## config.mk

```make
export PLATFORM = sky130hd
export DESIGN_NAME = taus_state_gen
export DESIGN_NICKNAME = d
export VERILOG_FILES = /design/src/rtl/taus_pkg.sv /design/src/rtl/taus_step.sv /design/src/rtl/taus_state_gen.sv
export SDC_FILE = /design/constraint.sdc
export NUM_CORES = 1
export LEC_CHECK = 0
export BUFFER_PORTS_ARGS = -buffer_cell sky130_fd_sc_hd__buf_2
export CAP_MARGIN = 20
export CELL_PAD_IN_SITES_DETAIL_PLACEMENT = 0
export CELL_PAD_IN_SITES_GLOBAL_PLACEMENT = 1
export CORE_UTILIZATION = 41
export CTS_BUF_LIST = sky130_fd_sc_hd__clkbuf_8
export CTS_CLUSTER_DIAMETER = 120
export DETAILED_ROUTE_END_ITERATION = 8
export GPL_TIMING_DRIVEN = 0
export PLACE_DENSITY_LB_ADDON = 0.1
export SLEW_MARGIN = 20
export SYNTH_ARGS = -nofsm -noshare
export SYNTH_HDL_FRONTEND = slang
export SYNTH_SLANG_ARGS = --single-unit
```

## constraint.sdc

```tcl
create_clock -name clk -period 2.2 [get_ports clk]
set_input_delay 0.44 -clock clk [delete_from_list [all_inputs] [get_ports clk]]
set_output_delay 0.44 -clock clk [all_outputs]
set_load 0.03 [all_outputs]
```

## src/rtl/taus_pkg.sv

```systemverilog
// taus_pkg: shared FSM states, seed minimums, masks and shift amounts for the Tausworthe state generator.
package taus_pkg;
  typedef enum logic [2:0] {LOAD0, LOAD1, LOAD2, WARM, RUN} state_t;
  localparam logic [31:0] MIN0 = 32'd2;
  localparam logic [31:0] MIN1 = 32'd8;
  localparam logic [31:0] MIN2 = 32'd16;
  localparam logic [31:0] MASK0 = 32'hFFFFFFFE;
  localparam logic [31:0] MASK1 = 32'hFFFFFFF8;
  localparam logic [31:0] MASK2 = 32'hFFFFFFF0;
  localparam int SA0 = 13, SB0 = 19, SC0 = 12;
  localparam int SA1 = 2, SB1 = 25, SC1 = 4;
  localparam int SA2 = 3, SB2 = 11, SC2 = 17;
  // Minimums are powers of two, so OR-ing one in lifts any too-small word above it.
  function automatic logic [31:0] fix_seed(input logic [31:0] w, input logic [31:0] m);
    return (w < m) ? (w | m) : w;
  endfunction
endpackage

```

## src/rtl/taus_step.sv

```systemverilog
// taus_step: one combinational Tausworthe advance of the three component states.
module taus_step
  import taus_pkg::*;
(
  input  logic [31:0] s0,
  input  logic [31:0] s1,
  input  logic [31:0] s2,
  output logic [31:0] n0,
  output logic [31:0] n1,
  output logic [31:0] n2
);
  assign n0 = ((s0 & MASK0) << SC0) ^ (((s0 << SA0) ^ s0) >> SB0);
  assign n1 = ((s1 & MASK1) << SC1) ^ (((s1 << SA1) ^ s1) >> SB1);
  assign n2 = ((s2 & MASK2) << SC2) ^ (((s2 << SA2) ^ s2) >> SB2);
endmodule

```

## src/rtl/taus_state_gen.sv

```systemverilog
// taus_state_gen: seed loading with correction, optional warm-up, and per-cycle Tausworthe state advance.
// Defining TAUS_STEP_CNT_EN adds a step_count output counting advances since the last s0 capture.
module taus_state_gen
  import taus_pkg::*;
#(
  parameter int WARMUP = 8
) (
  input  logic        clk,
  input  logic        rst_n,
  input  logic        ce,
  input  logic        seed_valid,
  output logic        seed_ready,
  input  logic [31:0] seed_data,
  output logic [31:0] s0,
  output logic [31:0] s1,
  output logic [31:0] s2,
  output logic        out_valid,
  output logic        seed_fixed
`ifdef TAUS_STEP_CNT_EN
  ,
  output logic [31:0] step_count
`endif
);
  localparam logic [7:0] WLAST = 8'(WARMUP - 1);
  state_t state, nxt;
  logic [7:0] warm_cnt;
  logic [31:0] n0, n1, n2;
  logic acc, cap0, adv;
  assign seed_ready = state != WARM;
  assign out_valid = state == RUN;
  assign acc = seed_valid && seed_ready;
  assign cap0 = acc && (state == LOAD0 || state == RUN);
  // A seed transfer in RUN wins over the ce-driven advance.
  assign adv = state == WARM || (state == RUN && ce && !acc);
  taus_step u_step (.s0(s0), .s1(s1), .s2(s2), .n0(n0), .n1(n1), .n2(n2));
  always_comb begin
    nxt = state;
    case (state)
      LOAD0: nxt = acc ? LOAD1 : LOAD0;
      LOAD1: nxt = acc ? LOAD2 : LOAD1;
      LOAD2: nxt = acc ? (WARMUP > 0 ? WARM : RUN) : LOAD2;
      WARM: nxt = (warm_cnt == WLAST) ? RUN : WARM;
      RUN: nxt = acc ? LOAD1 : RUN;
      default: nxt = LOAD0;
    endcase
  end
  always_ff @(posedge clk or negedge rst_n) begin
    if (!rst_n) begin
      state <= LOAD0;
      warm_cnt <= 8'd0;
      s0 <= 32'd0;
      s1 <= 32'd0;
      s2 <= 32'd0;
      seed_fixed <= 1'b0;
    end else begin
      state <= nxt;
      warm_cnt <= (state == WARM) ? warm_cnt + 8'd1 : 8'd0;
      if (cap0) begin
        s0 <= fix_seed(seed_data, MIN0);
        seed_fixed <= seed_data < MIN0;
      end else if (acc && state == LOAD1) begin
        s1 <= fix_seed(seed_data, MIN1);
        seed_fixed <= seed_fixed | (seed_data < MIN1);
      end else if (acc && state == LOAD2) begin
        s2 <= fix_seed(seed_data, MIN2);
        seed_fixed <= seed_fixed | (seed_data < MIN2);
      end else if (adv) begin
        s0 <= n0;
        s1 <= n1;
        s2 <= n2;
      end
    end
  end
`ifdef TAUS_STEP_CNT_EN
  always_ff @(posedge clk or negedge rst_n) begin
    if (!rst_n) step_count <= 32'd0;
    else if (cap0) step_count <= 32'd0;
    else if (adv) step_count <= step_count + 32'd1;
  end
`endif
endmodule

```

==> results of run 1 <==
==> layout by cell type (no fill, tap or decap), types with 4 or more instances in the layout <==
master,count
buf_2,143
nand2_1,114
dfrtp_1,107
o21ai_0,70
nor2_1,59
a21oi_1,54
xnor2_1,42
mux2i_1,36
clkbuf_1,22
a31oi_1,19
clkbuf_8,10
buf_4,9
o21ai_1,7
nor4_1,7
nand3_1,6
xor2_1,5
clkinvlp_4,4
==> cells by family (layout without fill, tap and decap cells) <==
kind of cell / count (synthesis) / in the layout / synth area share (%)
other: 0 / 1 / 0
and+or+nand+nor: 208 / 208 / 16.2
DFF: 108 / 108 / 49.3
AOI/OAI and AO/OA: 161 / 161 / 16.2
xor gates and xnor gates: 47 / 47 / 7.51
buffers and inverters: 46 / 202 / 3.95
muxes: 36 / 36 / 6.58
adders and majority gates: 1 / 1 / 0.228
==> sequential cells by signal, summed over array words and instances, names as in the netlist <==
name        flops
s0             32
s2             32
seed_fixed      1
state           3
s1             32
warm_cnt        8
==> power by group through the flow <==
stage	registers, mW	clock network, mW	logic, mW
after floorplan	5.32	0	3.20
after global placement	3.93	0	6.58
after detailed placement	3.96	0	6.66
after CTS	3.92	1.18	6.70
after global routing	4.04	1.24	7.43
final	3.92	1.15	6.75
==> per-layer routing <==
metal  vias up  part of all wire [%]  wire (um)  global-route usage [%]
met2       207                    45       8360                    41.7
met3        30                   7.1       1320                    5.52
li1       2373                     -          -                       -
met4         0                   2.4        437                    11.1
met5         -                     0          0                       0
met1      2485                    45       8320                    37.7
==> layout make-up <==
type,instances,area [um^2],area share [%]
plain buffers,42,214,3.22
multi-input cells,453,2570,38.6
well taps,172,215,3.24
inverters,3,11.3,0.169
flip-flops and latches,108,2700,40.7
clock buffers,10,138,2.07
repair buffers,141,754,11.4
clock inverters,6,40.0,0.602
diodes,1,2.50,0.0377
==> through the flow <==
stage	hold slack [ns]	std cells	setup slack [ns]	cell area, um^2	utilization, %
2_1_floorplan	0.144	607	0.332	5480	-
5_1_grt	0.388	935	-0.00296	6640	51.8
3_3_place_gp	0.446	913	-0.645	6360	49.6
4_1_cts	0.356	931	0.00160	6610	51.5
3_5_place_dp	0.378	914	0.0259	6400	49.9
6_report	0.378	936	0.0880	6650	51.8
==> how the worst max path moves through the flow <==
stage / startpoint / endpoint / slack [ns] / cells after the start
final: state[0]$_DFF_PN0_ / out_valid / 0.09 / 5
after global routing: state[0]$_DFF_PN0_ / out_valid / -0.003 / 5
after CTS: state[1]$_DFF_PN0_ / out_valid / 0.002 / 5
after detailed placement: state[1]$_DFF_PN0_ / out_valid / 0.03 / 5
after global placement: rst_n / warm_cnt[3]$_DFF_PN0_ / -0.64 / 1
after floorplan: state[1]$_DFF_PN0_ / out_valid / 0.33 / 4
==> timing repair <==
| action | CTS | global route |
|---|---|---|
| setup endpoints to repair | 2 | 2 |
| buffers inserted | 0 | 5 |
| endpoints found under the hold margin | 40 | 0 |
| hold buffers | 1 | 0 |
| resized for setup | 6 | 3 |
| gates cloned | 0 | 0 |
| pin swaps | 0 | 1 |
==> worst max-delay path: stages, from the launching register on <==
cell      delay [ns]
dfrtp_2         0.44
buf_4           0.18
nor2_4          0.18
buf_8           0.16
and2_1          0.15
clkbuf_4        0.19
==> out/metrics.yaml, run 1 <==
outcome: "completed"
final-setup-viol-count: 0
synth_most_common_cell: "nand2_1"
arrival_ns: 1.67
path_class: "reg -> out"
grt_util_all_layers_pct: 27.3
ant_nets: 0
r2r_cells: 5
synth_top_area_share_pct: 49.3
end_kind: "output port"
fillers: 1260
leakage_nw: 3.02
post_drt_wl_per_cell_um: 19.7
io_pins: 135
hold_start: "seed_data[19]"
gp_congestion: 0.823
final_layout_size_suffix_gt1_share_pct: 23.9
cp_max_fo: 10
grt-ovfl-total: 0
cts_root_buffer: "clkbuf_8"
die_w_um: 118
startpoint_type: "flip-flop"
swShare_pct: 51.9
p_per_area_mw_per_mm2: 1780
firstDrtPassIters: 5
drt_iter0_drc: 371
drt_wl_total_um: 18400
grt_pass1_wl_um: 28500
drc: 0
synthTopCellsByCount: "nand2_1, dfrtp_1, o21ai_0"
hpwlAfterDp_um: 13600
drv_cap: 0
synth_ff_type: "dfrtp_1"
comb_power_share_pct: 57.1
intPower_mw: 5.68
r2r_end: "s1[2]$_DFFE_PN0P_"
cts_buffers: 9
coreArea_mm2: 0.0128
final.setup.tns_ns: 0
synthArstFlopShare_pct: 100
die-height_um: 118
cts_buffer_depth: 2
synthDistinctLibCells: 42
max_freq_mhz: 473
hold_violations: 0
post-route-period-util_pct: 96.0
period_minus_slack_ns: 2.11
reg2reg_slack_ns: 0.27
synth_edf_count: 0
synthTopCellsByArea: "dfrtp_1, nand2_1, xnor2_1"
syn_to_final_growth_pct: 21.3
share_seq_of_total_power_pct: 33.1
max_slew.worst_pin.slew_ns: 0.591
synth.cell_area_mm2: 0.00548
clk_pin_slew_worst_paths_ns: 0.10
ys_warn_count: 0
syn_inst: 607
peakVddDrop_uv: 775
ctsHtreeMaxLevel: 3
die_area_mm2: 0.0138
yosys.area.top_type: "dfrtp_1"
syn-num-nets: 644
skew_ns: 0.00831
cts_num_sinks: 108
required_ns: 1.76
core.rowCount: 41
clkPwrFrac_pct: 9.8
slew_violations: 0
regToRegStartpoint: "state[2]$_DFF_PN0_"
hold_class: "in -> reg"
port_buffers: 134
p_total_mw: 11.8
initial_core_util_pct: 42.7
antenna_found_initial: 0
vias: 5095
grt_pass1_vias: 4998
grt_max_degree: 69
cts_tree: "yes"
fin_nets: 795
min_to: "s0[19]$_DFFE_PN0P_"
synth_seq_cells: 108
clkLatencyLatePin_ns: 0.38
synth_area_per_cell_um2: 9.03
ys_seq_area_share_pct: 49.3
vias_per_cell: 5.44
switching_power_mw: 6.14
hold_depth: 3
max-slew-margin-rel_pct: 60.6
Note: power is estimated with default switching activity, not from simulation.
==> run 2, diff against run 1 <==
Settings changed: ABC_AREA set to 1, CORE_UTILIZATION 41 to 40.
==> run 2 against run 1 <==
Synthesized cell count grew 22%. Non-clock buffer count shrank 10. Hold slack gained 0.073 ns. Setup slack gained 0.17 ns. Sequential cell count is the same. Count of clock-buffer cells in the layout grew 1. Highest routed layer unchanged. Wire length grew 6.3%. Power shrank 2.9%. Via count grew 10%.
==> out/metrics.yaml, run 2 <==
ys_seq_area_share_pct: 48.0  # was 49.3%
cts_num_sinks: 108  # unchanged
hpwlAfterDp_um: 14700  # was 13600 um
core.rowCount: 42  # was 41
required_ns: 1.76  # about the same
peakVddDrop_uv: 819  # was 775 uV
final-setup-viol-count: 0  # unchanged
io_pins: 135  # unchanged
grt_pass1_vias: 5218  # was 4998
syn-num-nets: 777  # was 644
rsz0062_at_grt: "no"
switching_power_mw: 6.14  # about the same
grt-ovfl-total: 0  # unchanged
synthTopCellsByArea: "dfrtp_1, nand2_1, o21ai_0"  # was dfrtp_1, nand2_1, xnor2_1
synth_top_area_share_pct: 48.0  # was 49.3%
ctsHtreeMaxLevel: 3  # unchanged
synth_area_per_cell_um2: 7.60  # was 9.03 um^2
die-height_um: 121  # was 118 um
end_kind: "output port"  # unchanged
max_freq_mhz: 516  # was 473 MHz
antennaDiodeCount: 0  # was 1
skew_ns: 0.00991  # was 0.00831 ns
final_layout_size_suffix_gt1_share_pct: 21.0  # was 23.9%
firstDrtPassIters: 5  # unchanged
fin_nets: 924  # was 795
period_minus_slack_ns: 1.94  # was 2.11 ns
p_total_mw: 11.5  # was 11.8 mW
synthTopCellsByCount: "nand2_1, o21ai_0, dfrtp_1"  # was nand2_1, dfrtp_1, o21ai_0
layout_common_cells: "nand2_1, buf_2, o21ai_0"  # was buf_2, nand2_1, dfrtp_1
grt_max_degree: 63  # was 69
hold_violations: 0  # unchanged
post_cts_buffers: 0  # unchanged
final.setup.tns_ns: 0  # unchanged
intPower_mw: 5.34  # was 5.68 mW
startpoint_type: "flip-flop"  # unchanged
final_common_cell: "nand2_1"  # was buf_2
ys_warn_count: 0  # unchanged
yosys.area.top_type: "dfrtp_1"  # unchanged
clkLatencyLatePin_ns: 0.39  # was 0.38 ns
grt_util_all_layers_pct: 27.9  # was 27.3%
hold_ws_ns: 0.451  # was 0.378 ns
antenna_found_initial: 0  # unchanged
path_class: "reg -> out"  # unchanged
post-route-period-util_pct: 88.1  # was 96.0%
hold_buffers: 1  # unchanged
synth_most_common_cell: "nand2_1"  # unchanged
layoutNonFillerInstCount: 1067  # was 936
leakage_nw: 3.51  # was 3.02 nW
drt_iter0_drc: 372  # was 371
largestRegisters: "s0: 32 flops, s1: 32 flops, s2: 32 flops"  # unchanged
cts_buffer_depth: 2  # unchanged
initial_core_util_pct: 41.7  # was 42.7%
synth_edf_count: 0  # unchanged
vias_per_cell: 5.27  # was 5.44
post_drt_wl_per_cell_um: 18.4  # was 19.7 um
clk_pin_slew_worst_paths_ns: 0.10  # about the same
vias: 5627  # was 5095
die_area_mm2: 0.0145  # was 0.0138 mm^2
max-slew-margin-rel_pct: 62.1  # was 60.6%
syn_to_final_growth_pct: 19.6  # was 21.3%
cts_resized: 0  # was 6
port_buffers: 134  # unchanged
comb_power_share_pct: 56.7  # was 57.1%
p_per_area_mw_per_mm2: 1710  # was 1780 mW/mm^2
drc: 0  # unchanged
cts_buffers: 9  # unchanged
cts_root_buffer: "clkbuf_8"  # unchanged
synth_seq_cells: 108  # unchanged
outcome: "completed"  # unchanged
synth_ff_type: "dfrtp_1"  # unchanged
arrival_ns: 1.50  # was 1.67 ns
gp_congestion: 0.904  # was 0.823
dpl.cell_count: 1051  # was 914
grt_pass1_wl_um: 29800  # was 28500 um
swShare_pct: 53.5  # was 51.9%
synth.cell_area_mm2: 0.00563  # was 0.00548 mm^2
cp_max_fo: 9  # was 10
synthDistinctLibCells: 25  # was 42
max_slew.worst_pin.slew_ns: 0.568  # was 0.591 ns
die_w_um: 121  # was 118 um
coreArea_mm2: 0.0135  # was 0.0128 mm^2
share_seq_of_total_power_pct: 33.1  # about the same
syn_inst: 740  # was 607
slew_violations: 0  # unchanged
synthArstFlopShare_pct: 100  # unchanged
clkPwrFrac_pct: 10.1  # was 9.8%
drt_wl_total_um: 19600  # was 18400 um
ant_nets: 0  # unchanged
hold_class: "in -> reg"  # unchanged
cts_tree: "yes"  # unchanged
drv_cap: 0  # unchanged
==> run 2: power groups by stage <==
stage,Clock [mW],Sequential (mW),Combinational (mW)
after global routing,1.26,3.91,7.15
final,1.16,3.80,6.51
after detailed placement,0,3.82,6.48
after CTS,1.19,3.79,6.51
after floorplan,0,5.21,2.98
after global placement,0,3.80,6.41
==> run 2: final cells by class <==
cell class	instances	area (um^2)
plain buffers	37	189
flip-flops and latches	108	2700
repair buffers	136	714
multi-input cells	536	2510
clock buffers	11	151
inverters	59	224
clock inverters	4	18.8
fillers	1354	6770
well taps	176	220
==> run 2: critical path, stage by stage, from the launching register on <==
cell and delay (ns):
dfrtp_1 0.41, nor2_2 0.18, nand2_1 0.25, buf_2 0.27
==> run 2: through the flow <==
step	util (%)	cell area [um^2]	setup WS, ns
2_1_floorplan	-	5630	0.501
3_3_place_gp	48.3	6520	-0.654
3_5_place_dp	48.5	6550	0.327
4_1_cts	49.8	6730	0.255
5_1_grt	49.8	6730	0.136
6_report	49.8	6730	0.261
==> run 2: cell families after synthesis <==
kind of cell | count (synthesis) | share of synthesized area [%]
flops | 108 | 48.0
fa+ha+maj | 1 | 0.222
simple gates | 325 | 23.1
buf+inv | 96 | 7.34
xor+xnor | 32 | 4.98
compound gates | 178 | 16.3
==> run 2: layer usage <==
metal / GRT usage (%) / wire, um
met4: 11.8 / 691
met2: 41.8 / 8830
met3: 6.08 / 1460
met1: 38.7 / 8620
met5: 0 / 0
==> run 2: worst paths after layout <==
check                                 startpoint               endpoint  slack (ns)  depth (start not counted)
max                           state[2]$_DFF_PN0_             seed_ready        0.26                          3
min in group asynchronous                  rst_n      s1[1]$_DFFE_PN0P_        0.54                          2
min reg2reg                warm_cnt[0]$_DFF_PN0_  warm_cnt[0]$_DFF_PN0_        0.47                          1
max in group asynchronous                  rst_n      s0[4]$_DFFE_PN0P_        0.97                          3
min                                   seed_valid     state[2]$_DFF_PN0_        0.45                          3
max reg2reg                   state[1]$_DFF_PN0_     s1[10]$_DFFE_PN0P_        0.32                          7
==> run 3, diff against run 2 <==
Settings changed: SETUP_SLACK_MARGIN set to 0.3.
==> run 3 against run 2 <==
Final area increased by 0.30%. Largest cell class unchanged. Via count increased by 0.39%. Hold slack improved by 0.0014 ns. Critical endpoint unchanged. Critical path type unchanged. Global-route usage about the same. Register-to-register slack improved by 0.08 ns. Sequential power about the same. Sequential cell count unchanged. Non-clock buffer count increased by 1.
==> out/metrics.yaml, run 3 (same netlist as run 2, synthesis figures left out) <==
p_per_area_mw_per_mm2: 1700  # was 1710 mW/mm^2
dpl.cell_count: 1051  # unchanged
final_common_cell: "nand2_1"  # unchanged
grt-ovfl-total: 0  # unchanged
drt_iter0_drc: 406  # was 372
post-route-period-util_pct: 84.0  # was 88.1%
layout_common_cells: "nand2_1, buf_2, o21ai_0"  # unchanged
die_area_mm2: 0.0145  # unchanged
largestRegisters: "s0: 32 flops, s1: 32 flops, s2: 32 flops"  # unchanged
path_cells: "nor2_2, nand2_2, buf_2"  # was nor2_2, nand2_1, buf_2
port_buffers: 134  # unchanged
max_freq_mhz: 541  # was 516 MHz
io_pins: 135  # unchanged
p_total_mw: 11.5  # about the same
slew_violations: 0  # unchanged
hold_class: "in -> reg"  # unchanged
grt_pass1_vias: 5224  # was 5218
startpoint_type: "flip-flop"  # unchanged
peakVddDrop_uv: 818  # was 819 uV
critical_path.max_stage_delay_ns: 0.41  # about the same
max-slew-margin-rel_pct: 63.0  # was 62.1%
place_area_mm2: 0.00655  # unchanged
grt_pass1_wl_um: 29800  # about the same
ant_nets: 0  # unchanged
initial_core_util_pct: 41.7  # unchanged
required_ns: 1.76  # about the same
cts_root_buffer: "clkbuf_8"  # unchanged
final_layout_size_suffix_gt1_share_pct: 21.6  # was 21.0%
syn_to_final_growth_pct: 20.0  # was 19.6%
drv_cap: 0  # unchanged
hpwlAfterDp_um: 14700  # unchanged
firstDrtPassIters: 5  # unchanged
gp_congestion: 0.904  # unchanged
final.setup.tns_ns: 0  # unchanged
cp_max_fo: 9  # unchanged
clkLatencyLatePin_ns: 0.40  # was 0.39 ns
crit_slowest_cell: "dfrtp_1"  # unchanged
max_slew.worst_pin.slew_ns: 0.555  # was 0.568 ns
cts_buffers: 9  # unchanged
hold_depth: 3  # unchanged
core.rowCount: 42  # unchanged
vias_per_cell: 5.29  # was 5.27
drc: 0  # unchanged
ctsHtreeMaxLevel: 3  # unchanged
grt_max_degree: 63  # unchanged
worst_slack_ns: 0.352  # was 0.261 ns
grt_util_all_layers_pct: 27.9  # about the same
final-setup-viol-count: 0  # unchanged
cts_buffer_depth: 2  # unchanged
period_minus_slack_ns: 1.85  # was 1.94 ns
die-height_um: 121  # unchanged
hold_violations: 0  # unchanged
fin_nets: 925  # was 924
arrival_ns: 1.41  # was 1.50 ns
clk_pin_slew_worst_paths_ns: 0.10  # about the same
end_kind: "output port"  # unchanged
r2r_cells: 8  # was 7
rsz0062_at_grt: "yes"  # was no
vias: 5649  # was 5627
post_drt_wl_per_cell_um: 18.3  # was 18.4 um
path_class: "reg -> out"  # unchanged
cts_tree: "yes"  # unchanged
antenna_found_initial: 0  # unchanged
skew_ns: 0.0107  # was 0.00991 ns
leakage_nw: 3.52  # was 3.51 nW
final_util_pct: 50.0  # was 49.8%
design_area_mm2: 0.00675  # was 0.00673 mm^2
die_w_um: 121  # unchanged
coreArea_mm2: 0.0135  # unchanged
hold_ws_ns: 0.452  # was 0.451 ns
place_ws_ns: 0.327  # unchanged
cts_num_sinks: 108  # unchanged
layoutNonFillerInstCount: 1068  # was 1067
antennaDiodeCount: 0  # unchanged
outcome: "completed"  # unchanged
fillers: 1351  # was 1354
drt_wl_total_um: 19600  # about the same
[run 3: cell type report]
type                    count  area, um^2  area share (%)
flip-flops and latches    108        2700            40.0
multi-input cells         536        2510            37.2
repair buffers            137         722            10.7
inverters                  59         224            3.32
well taps                 176         220            3.26
plain buffers              37         199            2.95
clock buffers              11         151            2.24
clock inverters             4        18.8           0.278
[run 3: layer usage]
layer	global-route usage, %	vias to the layer above	share of wire [%]
met2	41.8	240	45
li1	-	2661	-
met4	11.8	0	3.5
met1	38.7	2706	45
met3	6.08	42	6.8
met5	0	-	0
[run 3: path summary, 6_finish.rpt]
| check | start | endpoint | slack, ns |
|---|---|---|---|
| max reg2reg | state[2]$_DFF_PN0_ | s1[6]$_DFFE_PN0P_ | 0.40 |
| max | state[2]$_DFF_PN0_ | seed_ready | 0.35 |
| max in group asynchronous | rst_n | s0[4]$_DFFE_PN0P_ | 0.97 |
| min in group asynchronous | rst_n | s1[31]$_DFFE_PN0P_ | 0.54 |
| min reg2reg | warm_cnt[0]$_DFF_PN0_ | warm_cnt[0]$_DFF_PN0_ | 0.48 |
| min | seed_valid | state[2]$_DFF_PN0_ | 0.45 |
[run 3: critical path, delay by kind of cell (launching register included)]
family | cells | cell delay, ns
simple gates | 2 | 0.38
buf+inv | 1 | 0.22
flops | 1 | 0.41
[run 3: what timing repair did]
item / 4_1_cts / 5_1_grt
hold endpoints to repair: 46 / 0
hold buffers: 1 / 0
pin swaps: 0 / 1
gates resized for setup: 1 / 10
buffers inserted: 0 / 1
setup endpoints to repair: 1 / 14
[run 3: report_power, final]
part / internal (mW) / switching, mW / total (mW) / leakage, nW
clock network: 0.458 / 0.705 / 1.16 / 0.0952
registers: 2.88 / 0.923 / 3.81 / 1.37
logic: 2.02 / 4.52 / 6.53 / 2.06
